$ cat config.mk
export PLATFORM = sky130hd
export DESIGN_NAME = shift_unit_flat
export DESIGN_NICKNAME = d
export VERILOG_FILES = /design/src/rtl/shift_pkg.sv /design/src/rtl/shift_if.sv /design/src/rtl/shift_step.sv /design/src/rtl/shift_unit.sv /design/src/flat_wrapper.sv
export SDC_FILE = /design/constraint.sdc
export NUM_CORES = 1
export LEC_CHECK = 0
export BUFFER_PORTS_ARGS = -buffer_cell sky130_fd_sc_hd__buf_4
export CORE_UTILIZATION = 35
export CTS_CLUSTER_DIAMETER = 150
export DETAILED_ROUTE_END_ITERATION = 7
export SYNTH_ARGS = -nofsm -noshare
export SYNTH_HDL_FRONTEND = slang
export SYNTH_SLANG_ARGS = --single-unit
$ cat constraint.sdc
create_clock -name clk -period 1.85 [get_ports clk]
set_input_delay 0.37 -clock clk [delete_from_list [all_inputs] [get_ports clk]]
set_output_delay 0.37 -clock clk [all_outputs]
set_load 0.05 [all_outputs]
$ cat src/rtl/shift_pkg.sv
// Shared definitions for the iterative shifter.
//   - WIDTH / AMT_W   : default operand width and shift-amount width
//   - OP_*            : operation codes presented on the op input
//   - state_e         : control state encoding
//   - uses_amount()   : whether an op code consumes the shift amount
// Optional feature macro: SHIFT_ROTATE_EN (enables ROL/ROR op codes).
package shift_pkg;

   localparam int unsigned WIDTH = 32;
   localparam int unsigned AMT_W = 5;

   localparam logic [2:0] OP_LOAD = 3'b000;
   localparam logic [2:0] OP_SLL  = 3'b001;
   localparam logic [2:0] OP_SRL  = 3'b010;
   localparam logic [2:0] OP_SRA  = 3'b011;
   localparam logic [2:0] OP_ROL  = 3'b100;
   localparam logic [2:0] OP_ROR  = 3'b101;

   typedef enum logic [1:0] {
      StIdle,
      StShift,
      StDone
   } state_e;

   // Ops outside this set behave as LOAD, so their amount is treated as 0.
   function automatic logic uses_amount(logic [2:0] op);
      case (op)
         OP_SLL, OP_SRL, OP_SRA: return 1'b1;
`ifdef SHIFT_ROTATE_EN
         OP_ROL, OP_ROR: return 1'b1;
`endif
         default: return 1'b0;
      endcase
   endfunction

endpackage

$ cat src/rtl/shift_if.sv
// Request/response bundle between the control unit and the shifter.
//   master (controller): drives start, op, data_in, amount; reads result, busy, done
//   slave  (shifter)   : reads start, op, data_in, amount; drives result, busy, done
interface shift_if #(
   parameter int unsigned WIDTH = shift_pkg::WIDTH,
   parameter int unsigned AMT_W = shift_pkg::AMT_W
);
   logic             start;
   logic [2:0]       op;
   logic [WIDTH-1:0] data_in;
   logic [AMT_W-1:0] amount;
   logic [WIDTH-1:0] result;
   logic             busy;
   logic             done;

   modport master (
      output start, op, data_in, amount,
      input  result, busy, done
   );

   modport slave (
      input  start, op, data_in, amount,
      output result, busy, done
   );
endinterface

$ cat src/rtl/shift_step.sv
// Combinational one-bit step of the working value for a given op code.
//   op      : latched operation code
//   value   : current working value
//   stepped : value advanced by one bit position
// ROL/ROR steps exist only when SHIFT_ROTATE_EN is defined; otherwise those
// codes (like LOAD and 110/111) pass the value through unchanged.
module shift_step #(
   parameter int unsigned WIDTH = shift_pkg::WIDTH
) (
   input  logic [2:0]       op,
   input  logic [WIDTH-1:0] value,
   output logic [WIDTH-1:0] stepped
);
   import shift_pkg::*;

   always_comb begin
      stepped = value;
      case (op)
         OP_SLL: stepped = {value[WIDTH-2:0], 1'b0};
         OP_SRL: stepped = {1'b0, value[WIDTH-1:1]};
         // Fill from the current top bit, so repeated steps replicate the sign.
         OP_SRA: stepped = {value[WIDTH-1], value[WIDTH-1:1]};
`ifdef SHIFT_ROTATE_EN
         OP_ROL: stepped = {value[WIDTH-2:0], value[WIDTH-1]};
         OP_ROR: stepped = {value[0], value[WIDTH-1:1]};
`endif
         default: stepped = value;
      endcase
   end

endmodule

$ cat src/rtl/shift_unit.sv
// Iterative shifter: one bit per clock, start/done handshake.
//   clk   : clock, rising edge
//   reset : asynchronous, active-high
//   bus   : shift_if.slave (start/op/data_in/amount in; result/busy/done out)
// result is the working register; valid when done is high and afterwards
// until the next accept. Optional macro SHIFT_ROTATE_EN enables ROL/ROR.
module shift_unit #(
   parameter int unsigned WIDTH = shift_pkg::WIDTH,
   parameter int unsigned AMT_W = shift_pkg::AMT_W
) (
   input  logic    clk,
   input  logic    reset,
   shift_if.slave  bus
);
   import shift_pkg::*;

   state_e           state_q;
   logic [2:0]       op_q;
   logic [WIDTH-1:0] work_q;
   logic [AMT_W-1:0] count_q;
   logic             busy_q;
   logic             done_q;
   logic [WIDTH-1:0] work_step;

   shift_step #(
      .WIDTH (WIDTH)
   ) u_step (
      .op      (op_q),
      .value   (work_q),
      .stepped (work_step)
   );

   always_ff @(posedge clk or posedge reset) begin
      if (reset) begin
         state_q <= StIdle;
         op_q    <= OP_LOAD;
         work_q  <= '0;
         count_q <= '0;
         busy_q  <= 1'b0;
         done_q  <= 1'b0;
      end else begin
         case (state_q)
            StIdle: begin
               if (bus.start) begin
                  op_q   <= bus.op;
                  work_q <= bus.data_in;
                  busy_q <= 1'b1;
                  if (uses_amount(bus.op) && (bus.amount != '0)) begin
                     count_q <= bus.amount;
                     state_q <= StShift;
                  end else begin
                     // LOAD-like ops and zero amounts finish without stepping.
                     count_q <= '0;
                     state_q <= StDone;
                     done_q  <= 1'b1;
                  end
               end
            end
            StShift: begin
               work_q  <= work_step;
               count_q <= count_q - AMT_W'(1);
               if (count_q == AMT_W'(1)) begin
                  state_q <= StDone;
                  done_q  <= 1'b1;
               end
            end
            StDone: begin
               done_q  <= 1'b0;
               busy_q  <= 1'b0;
               state_q <= StIdle;
            end
            default: begin
               done_q  <= 1'b0;
               busy_q  <= 1'b0;
               state_q <= StIdle;
            end
         endcase
      end
   end

   assign bus.result = work_q;
   assign bus.busy   = busy_q;
   assign bus.done   = done_q;

endmodule

$ cat src/flat_wrapper.sv
// flat-port wrapper written by rule: the top's interface ports become plain ports
module shift_unit_flat import shift_pkg::*;
#(
   parameter int unsigned WIDTH = shift_pkg::WIDTH,
   parameter int unsigned AMT_W = shift_pkg::AMT_W
)
  (clk, reset, bus_start, bus_op, bus_data_in, bus_amount, bus_result, bus_busy, bus_done);
  shift_if #(.WIDTH(WIDTH), .AMT_W(AMT_W)) bus_i ();
  input  logic clk;
  input  logic reset;
  input wire logic [$bits(bus_i.start)-1:0] bus_start;
  input wire logic [$bits(bus_i.op)-1:0] bus_op;
  input wire logic [$bits(bus_i.data_in)-1:0] bus_data_in;
  input wire logic [$bits(bus_i.amount)-1:0] bus_amount;
  output wire logic [$bits(bus_i.result)-1:0] bus_result;
  output wire logic [$bits(bus_i.busy)-1:0] bus_busy;
  output wire logic [$bits(bus_i.done)-1:0] bus_done;
  assign bus_i.start = bus_start;
  assign bus_i.op = bus_op;
  assign bus_i.data_in = bus_data_in;
  assign bus_i.amount = bus_amount;
  assign bus_result = bus_i.result;
  assign bus_busy = bus_i.busy;
  assign bus_done = bus_i.done;
  shift_unit #(.WIDTH(WIDTH), .AMT_W(AMT_W)) u_core (.clk(clk), .reset(reset), .bus(bus_i));
endmodule
# == Word-level counts from Yosys, hierarchy flattened ==
# Index checks and enable logic that the tools add are counted.
# classes
addsub,1
n_mul,0
n_div,0
magnitude_cmp,0
n_eq_ne,14
shifts,0
muxes,19
bitwise,1
n_reduce_logical,12
# op_table
operator,count
one-hot mux 32 bit (3 select lines),1
one-hot mux 32 bit (2 select lines),1
2-to-1 mux 32 bit,1
== test 3 x 2 -> 1 bit (second input constant),4
2-to-1 mux 5 bit,2
one-hot mux 5 bit (2 select lines),1
AND reduction 2 bit,4
2-to-1 mux 1 bit,7
== test 3 x 1 -> 1 bit (second input constant),2
2-to-1 mux 2 bit,3
!= test 2 bit (second input constant),3
AND reduction 3 bit,2
== test 5 x 1 -> 1 bit (second input constant),1
nonzero test 5 bit,1
subtractor 5 x 1 -> 5 bit (second input constant),1
!= test 4 bit (second input constant),1
one-hot mux 1 bit (2 select lines),2
one-hot mux 2 bit (2 select lines),1
AND reduction 4 bit,1
!= test 3 bit (second input constant),1
OR reduction 3 bit,1
== test 2 x 1 -> 1 bit (second input constant),1
logical NOT 2 bit,1
!= test 2 x 1 -> 1 bit (second input constant),1
3 further kinds,3
# word_totals
ff_bits,44
latchBits,0
mem_bits_rw,0
romBits,0
out_inout_bits,34
memories,0

# == Logic depth before layout (Yosys ltp) ==
# Gate-level depths: netlist (run 1).
# logic_depth
depth_word,9
mapped_depth,7

# == Cells and area by module ==
# From an unflattened synthesis (run 1), not the netlist that was laid out.
# hier_totals
cells_unflattened,335
area_unflattened_um2,2879.0
# by_module_without_submodules
module,n_inst,cells_each,area_per_inst_um2,seq_area_each_um2
shift_unit,1,208,2120.8,1101.1
shift_step,1,127,758.2,0.0

# == Least setup slack after synthesis (run 1) ==
# No wires, ideal clock.
# synth_timing
kind,reg-to-reg
from,reg u_core.op_q[1]
to,"reg u_core.work_q[10], in the netlist u_core.bus.result[10]"
arrival_ps,1337
required_ps,1725
slack_ps,388
path_stages_with_launch,6
n_path_buf,1
synth_period_minus_slack_ps,1462
path_cell_list,dfrtp_1 nor2_1 nor3b_1 o21bai_1 buf_2 mux2_2
# synth_via
elab_chain_len,3
# synth_rtl
item,line_no,source
start: declaration,shift_unit.sv:18,logic [2:0] op_q;
start signal: assignment,shift_unit.sv:45,op_q <= bus.op;
== test 3 x 2 -> 1 bit / == test 3 x 1 -> 1 bit (equally long branches),shift_step.sv:18,case (op)
one-hot mux 32 bit (3 select lines) / != test 4 bit (equally long branches),--,
one-hot mux 32 bit (2 select lines) / AND reduction 3 bit (equally long branches),--,
end signal: assignment,shift_unit.sv:46,work_q <= bus.data_in;
end signal: assignment,shift_unit.sv:60,work_q <= work_step;
end: declaration,shift_unit.sv:19,logic [WIDTH-1:0] work_q;
# Several ways; a longest one is shown, not always the timed one.
# A chain may end at the register's enable or synchronous reset.

# == Worst setup path in the final report (run 1) ==
# layout_timing
from,reg u_core.state_q[1]
to,reg u_core.count_q[3]
# layout_via
elab_chain_len,3
# layout_rtl
item,line_no,source
start: declaration,shift_unit.sv:17,state_e state_q;
start signal: assignment,shift_unit.sv:35,state_q <= StIdle;
start signal: assignment,shift_unit.sv:50,state_q <= StShift;
start signal: assignment,shift_unit.sv:54,state_q <= StDone;
== test 2 x 1 -> 1 bit / logical NOT 2 bit (equally long branches),shift_unit.sv:42,case (state_q)
nonzero test 2 bit (no source line) / != test 2 bit (equally long branches),--,
AND reduction 2 bit (no source line),--,
end signal: assignment,shift_unit.sv:49,count_q <= bus.amount;
end signal: assignment,shift_unit.sv:61,count_q <= count_q - AMT_W'(1);
end: declaration,shift_unit.sv:20,logic [AMT_W-1:0] count_q;
# Several ways; a longest one is shown, not always the timed one.

==> out/summary.txt, run 1 <==
Reg2reg setup slack - 250 ps
R2r endpoint - u_core.count_q[3]$_DFFE_PP0P_
Fin util - 48.2%
Starting Density - 36.4%
Drt total wl - 6.26 mm
Final setup skew - 4.02 ps
Area growth from synthesis to layout - 32.6%
Initial antenna violation count - 0
Post-route setup slack - 253 ps
Tot Pwr - 6.97 mW
Class of the worst hold path - in -> async
Placed Area - 3180 µm²
Routed WL per cell - 13.8 µm
WS Path Type - reg -> reg
Most frequent cell after synthesis - nand2_1
Postcts setup bufs - 0
Antenna Cells - 0
Yosys Warn Count - 0
Port Buffer Count - 76
Total CTS buffers - 5
Drt first pass iters - 4
Clk sinks - 44
DP Worst Slack - 140 ps
Routability congestion estimate - 0.874
FMAX - 626 MHz
H-tree levels - 2
Register Area - 1100 µm²
Antenna Nets Post-Route - 0
Period utilization - 86.3%
Final worst path period need - 1600 ps
Worst-path clk slew - 90 ps
Worst Max-Slew Pin Slew - 481 ps
EDFF count, synth - 0
Critical path endpoint category - flip-flop
Arrival time worst endpoint - 1810 ps
Most instantiated cells after synthesis - nand2_1, dfrtp_1, nor2_1
Share of cells above drive strength 1 - 34.3%
Area leader, netlist - dfrtp_1
Req. time, crit path - 2060 ps
Setup crit start kind - flip-flop
Hold Fails Final Rpt - 0
Mapped Area - 2470 µm²
Synth Instances - 284
Filler cells - 701
Synth top area cells - dfrtp_1, nand2_1, mux2_2
Sequential share of the synthesized area - 44.6%
Pin count of the biggest net entering global routing - 40
CP Max Fanout - 10
#FFs+latches synth - 44
1st-iter DRT viols - 97
Synth cell types - 34
CTS Buffer Depth - 2
Total negative slack - 0 ps
RSZ-0062 raised after global routing - false
Syn avg cell area - 8.70 µm²
Clock Latency Late Sink - 300 ps
Via count - 2294
Grt total ovfl - 0
Area of the core - 6790 µm²
Vias per inst - 5.04
Die X - 86.0 µm
Worst reg2reg path startpoint - u_core.state_q[1]$_DFFE_PP0P_
Worst slew margin - 67.9%
I/O pin count - 77
Post-synth top flop - dfrtp_1
Fin. max-slew vios - 0
Syn_nets - 329
Dpl hpwl - 4.49 mm
Top-area cell type share of the netlist area - 44.6%
Worst VDD drop - 1.03 mV
Final setup viols - 0
GRT Util Overall - 18.0%
Area of the multi-input gates - 1270 µm²
Max_cap viols - 0
Die area - 7400 µm²
FP Rows - 30
Vias in the first global route - 2218
Ys async rst share - 100%
Residual DRC - 0
Status - finished, final reports clean
CTS root buf - clkbuf_8
R2r worst-path depth - 4
First-pass GRT wire length - 10.4 mm
Lkg Pwr - 1.51 nW
Die H - 86.0 µm
Nets - 403
CTS tree - done
PD cells - 2130 nW/µm²
Fin area - 3280 µm²
## flip-flops by register name, indices dropped and copies added (netlist names)
signal	cells
u_core.bus.result	32
u_core.count_q	5
u_core.op_q	3
u_core.state_q	2
u_core.bus.busy	1
u_core.bus.done	1
## how the worst max path moves through the flow
stage,startpoint,to,slack (ps),cells past startpoint
6_report,u_core.state_q[1]$_DFFE_PP0P_,u_core.count_q[3]$_DFFE_PP0P_,250,4
5_1_grt,u_core.state_q[1]$_DFFE_PP0P_,u_core.count_q[3]$_DFFE_PP0P_,90,4
4_1_cts,u_core.op_q[2]$_DFFE_PP0P_,u_core.bus.result[28]$_DFFE_PP0P_,120,5
2_1_floorplan,u_core.op_q[1]$_DFFE_PP0P_,u_core.bus.result[10]$_DFFE_PP0P_,390,5
3_5_place_dp,u_core.op_q[2]$_DFFE_PP0P_,u_core.bus.result[28]$_DFFE_PP0P_,140,5
3_3_place_gp,u_core.op_q[2]$_DFFE_PP0P_,u_core.bus.result[25]$_DFFE_PP0P_,230,5
## per-stage QoR
step	hold WS, ps	instances
3_3_place_gp	426	447
3_5_place_dp	425	447
4_1_cts	97.3	455
5_1_grt	116	455
2_1_floorplan	473	284
6_report	90.3	455
## what timing repair did
| item | 4_1_cts | 5_1_grt |
|---|---|---|
| hold endpoints to repair | 0 | 0 |
| hold buffers | 0 | 0 |
| endpoints found under the setup margin | 0 | 3 |
| gates resized for setup | 0 | 1 |
## power by group
group | leakage, nW | internal (mW) | total, mW | switching (mW)
registers | 0.515 | 1.46 | 1.99 | 0.533
clock network | 0.0510 | 0.299 | 0.639 | 0.340
logic | 0.943 | 1.63 | 4.34 | 2.71
## critical path, stage by stage, from the launching register on
cell	delay, ps
dfrtp_1	510
nand2b_1	370
nor4_1	330
nor3_1	80
a211oi_1	210
## routing by layer
| metal | global-route usage [%] | share of wire (%) | up-vias |
|---|---|---|---|
| li1 | - | - | 1125 |
| met1 | 24.6 | 47 | 1102 |
| met2 | 28.5 | 46 | 59 |
| met3 | 3.66 | 4.9 | 8 |
| met4 | 5.76 | 1.4 | 0 |
| met5 | 0 | 0 | - |
## cells by family after synthesis
kind of cell,count (synthesis),synth area share [%]
XOR/XNOR,1,0.354
multiplexers,31,14.1
AO/OA/AOI/OAI,44,11.5
buffers and inverters,22,4.61
flip-flops,44,44.6
AND/OR/NAND/NOR,140,23.8
adder cells (fa/ha/maj),2,1.01
## final cells by class
cell class	instances	area share [%]
multi-input cells	218	38.8
clock buffers	6	2.52
clock inverters	2	0.305
repair buffers	85	20.6
inverters	4	0.458
well taps	96	3.67
flip-flops and latches	44	33.6
## cell usage in the layout (no fill, tap or decap), types with 2 or more instances in the layout
| cell type | n |
|---|---|
| nor2_1 | 38 |
| o211ai_1 | 4 |
| buf_12 | 3 |
| o21ai_0 | 2 |
| nor4b_1 | 2 |
| buf_4 | 82 |
| nand3_1 | 8 |
| nor3_1 | 2 |
| mux2_2 | 25 |
| a31oi_1 | 31 |
| ha_1 | 2 |
| nand2b_1 | 4 |
| nor2b_4 | 2 |
| nand2_1 | 77 |
| mux2_1 | 6 |
| clkinv_2 | 2 |
| dfrtp_1 | 44 |
| inv_1 | 3 |
| clkbuf_8 | 6 |
No activity file was read; power rests on OpenSTA's default activity.
==> inputs of run 2 (changes only) <==
--- a/config.mk
+++ b/config.mk
@@ -6,9 +6,10 @@
 export NUM_CORES = 1
 export LEC_CHECK = 0
 export BUFFER_PORTS_ARGS = -buffer_cell sky130_fd_sc_hd__buf_4
-export CORE_UTILIZATION = 35
+export CORE_UTILIZATION = 30
 export CTS_CLUSTER_DIAMETER = 150
 export DETAILED_ROUTE_END_ITERATION = 7
+export SLEW_MARGIN = 5
 export SYNTH_ARGS = -nofsm -noshare
 export SYNTH_HDL_FRONTEND = slang
 export SYNTH_SLANG_ARGS = --single-unit
==> run 2 against run 1 <==
Against the previous run: critical path depth unchanged; wire length increased by 2.9%; sequential share of layout area increased by 0.12 points; flip-flop and latch count unchanged; via count decreased by 0.22%; clock-buffer cell count increased by 1; sequential power about the same; largest power group unchanged; setup slack improved by 49 ps; cell count increased by 0.66%; fmax increased by 3.2%; clock skew increased by 3.1 ps.
==> out/summary.txt, run 2 (synthesis results as in run 1) <==
CTS tree - done (unchanged)
Worst VDD drop - 0.722 mV (was 1.03 mV)
Max_cap viols - 0 (unchanged)
Total negative slack - 0 ps (unchanged)
Worst slew margin - 66.2% (was 67.9%)
Period utilization - 83.7% (was 86.3%)
Worst-path clk slew - 90 ps (about the same)
Clk sinks - 44 (unchanged)
Port Buffer Count - 76 (unchanged)
Arrival time worst endpoint - 1730 ps (was 1810 ps)
Most frequent cells in the layout - buf_4, nand2_1, dfrtp_1 (unchanged)
Max FFs per register - 32 (unchanged)
Clock Latency Late Sink - 300 ps (about the same)
Routed WL per cell - 14.1 µm (was 13.8 µm)
Hold Fails Final Rpt - 0 (unchanged)
Vias in the first global route - 2209 (was 2218)
Final setup viols - 0 (unchanged)
WS Path Type - reg -> reg (unchanged)
Die X - 92.8 µm (was 86.0 µm)
Placed Area - 3170 µm² (was 3180 µm²)
Critical path endpoint category - flip-flop (unchanged)
Hold_buf cts - 0 (unchanged)
GRT Util Overall - 15.4% (was 18.0%)
Fin area - 3270 µm² (was 3280 µm²)
H-tree levels - 2 (unchanged)
FP Rows - 32 (was 30)
Die area - 8600 µm² (was 7400 µm²)
PD cells - 2120 nW/µm² (was 2130 nW/µm²)
Drt first pass iters - 4 (unchanged)
Residual DRC - 0 (unchanged)
Drt total wl - 6.45 mm (was 6.26 mm)
RSZ-0062 raised after global routing - false (unchanged)
Antenna Nets Post-Route - 0 (unchanged)
Fin. max-slew vios - 0 (unchanged)
Final worst path period need - 1550 ps (was 1600 ps)
Area growth from synthesis to layout - 32.2% (was 32.6%)
First-pass GRT wire length - 10.5 mm (was 10.4 mm)
FMAX - 646 MHz (was 626 MHz)
Antenna Cells - 0 (unchanged)
I/O pin count - 77 (unchanged)
Class of the worst hold path - in -> async (unchanged)
Pin count of the biggest net entering global routing - 55 (was 40)
Lkg Pwr - 1.49 nW (was 1.51 nW)
CP Max Fanout - 31 (was 10)
Share of cells above drive strength 1 - 33.4% (was 34.3%)
Area of the core - 7850 µm² (was 6790 µm²)
Total CTS buffers - 5 (unchanged)
Post-CTS Resized - 0 (unchanged)
Worst Max-Slew Pin Slew - 500 ps (was 481 ps)
Via count - 2289 (was 2294)
Initial antenna violation count - 0 (unchanged)
Status - finished, final reports clean (unchanged)
Routability congestion estimate - 0.834 (was 0.874)
Filler cells - 809 (was 701)
1st-iter DRT viols - 100 (was 97)
CTS Buffer Depth - 2 (unchanged)
Postcts setup bufs - 0 (unchanged)
Starting Density - 31.5% (was 36.4%)
Req. time, crit path - 2040 ps (was 2060 ps)
Most common cell after layout, fill and taps aside - buf_4 (unchanged)
Nets - 400 (was 403)
Vias per inst - 5.00 (was 5.04)
Setup crit start kind - flip-flop (unchanged)
CTS root buf - clkbuf_8 (unchanged)
Grt total ovfl - 0 (unchanged)
Final setup skew - 7.12 ps (was 4.02 ps)
Dpl hpwl - 4.62 mm (was 4.49 mm)
Die H - 92.8 µm (was 86.0 µm)
## run 2: changes by cell type in the layout (fill, tap and decap cells not counted), sizes merged
cell / change
buf: -3
clkbuf: +1
clkinvlp: +1
clkinv: -2
## run 2: power by group
part | internal, mW | switching [mW]
Sequential | 1.46 | 0.542
Combinational | 1.60 | 2.69
Clock | 0.304 | 0.331
Total | 3.36 | 3.57
## run 2: routing by layer
| metal | up-vias | routed length [µm] | track usage (%) |
|---|---|---|---|
| li1 | 1120 | - | - |
| met1 | 1088 | 2990 | 20.7 |
| met2 | 73 | 2960 | 24.4 |
| met3 | 8 | 399 | 3.78 |
| met4 | 0 | 92 | 4.87 |
| met5 | - | 0 | 0 |
## run 2: final cells by class
type                       instances  area, µm²  area share (%)
inverter                           4       15.0           0.460
sequential                        44       1100            33.7
tap                              102        128            3.91
clock buffer                       7       86.3            2.64
multi-input combinational        218       1270            39.0
timing repair buffer              82        653            20.0
clock inverter                     1       7.51           0.230
## run 2: worst max-delay path, cell delays in order (launching register included)
cell and delay (ps):
dfrtp_1 450, nor3b_1 370, o21bai_4 100, buf_12 180, mux2_1 320
## run 2: path summary, 6_finish.rpt
kind | cells after the start | slack [ps] | from | to
max | 4 | 300 | u_core.state_q[0]$_DFFE_PP0P_ | u_core.bus.result[7]$_DFFE_PP0P_
min | 2 | 60 | reset | u_core.bus.result[16]$_DFFE_PP0P_
max reg2reg | 4 | 300 | u_core.state_q[0]$_DFFE_PP0P_ | u_core.bus.result[7]$_DFFE_PP0P_
min reg2reg | 2 | 530 | u_core.op_q[0]$_DFFE_PP0P_ | u_core.op_q[0]$_DFFE_PP0P_
max in group asynchronous | 3 | 1280 | reset | u_core.bus.done$_DFFE_PP0P_
min in group clk | 3 | 270 | bus_op[0] | u_core.op_q[0]$_DFFE_PP0P_
## run 2: stage by stage
| stage | power [mW] | hold slack (ps) | setup WS (ps) | cells | util [%] |
|---|---|---|---|---|---|
| floorplan | 5.09 | 473 | 388 | 284 | - |
| global placement | 6.29 | 401 | 347 | 450 | 40.4 |
| detailed placement | 6.36 | 415 | 302 | 450 | 40.4 |
| CTS | 7.01 | 79.2 | 312 | 458 | 41.6 |
| global route | 7.41 | 86.5 | 197 | 458 | 41.6 |
| finish | 6.93 | 62.5 | 302 | 458 | 41.6 |
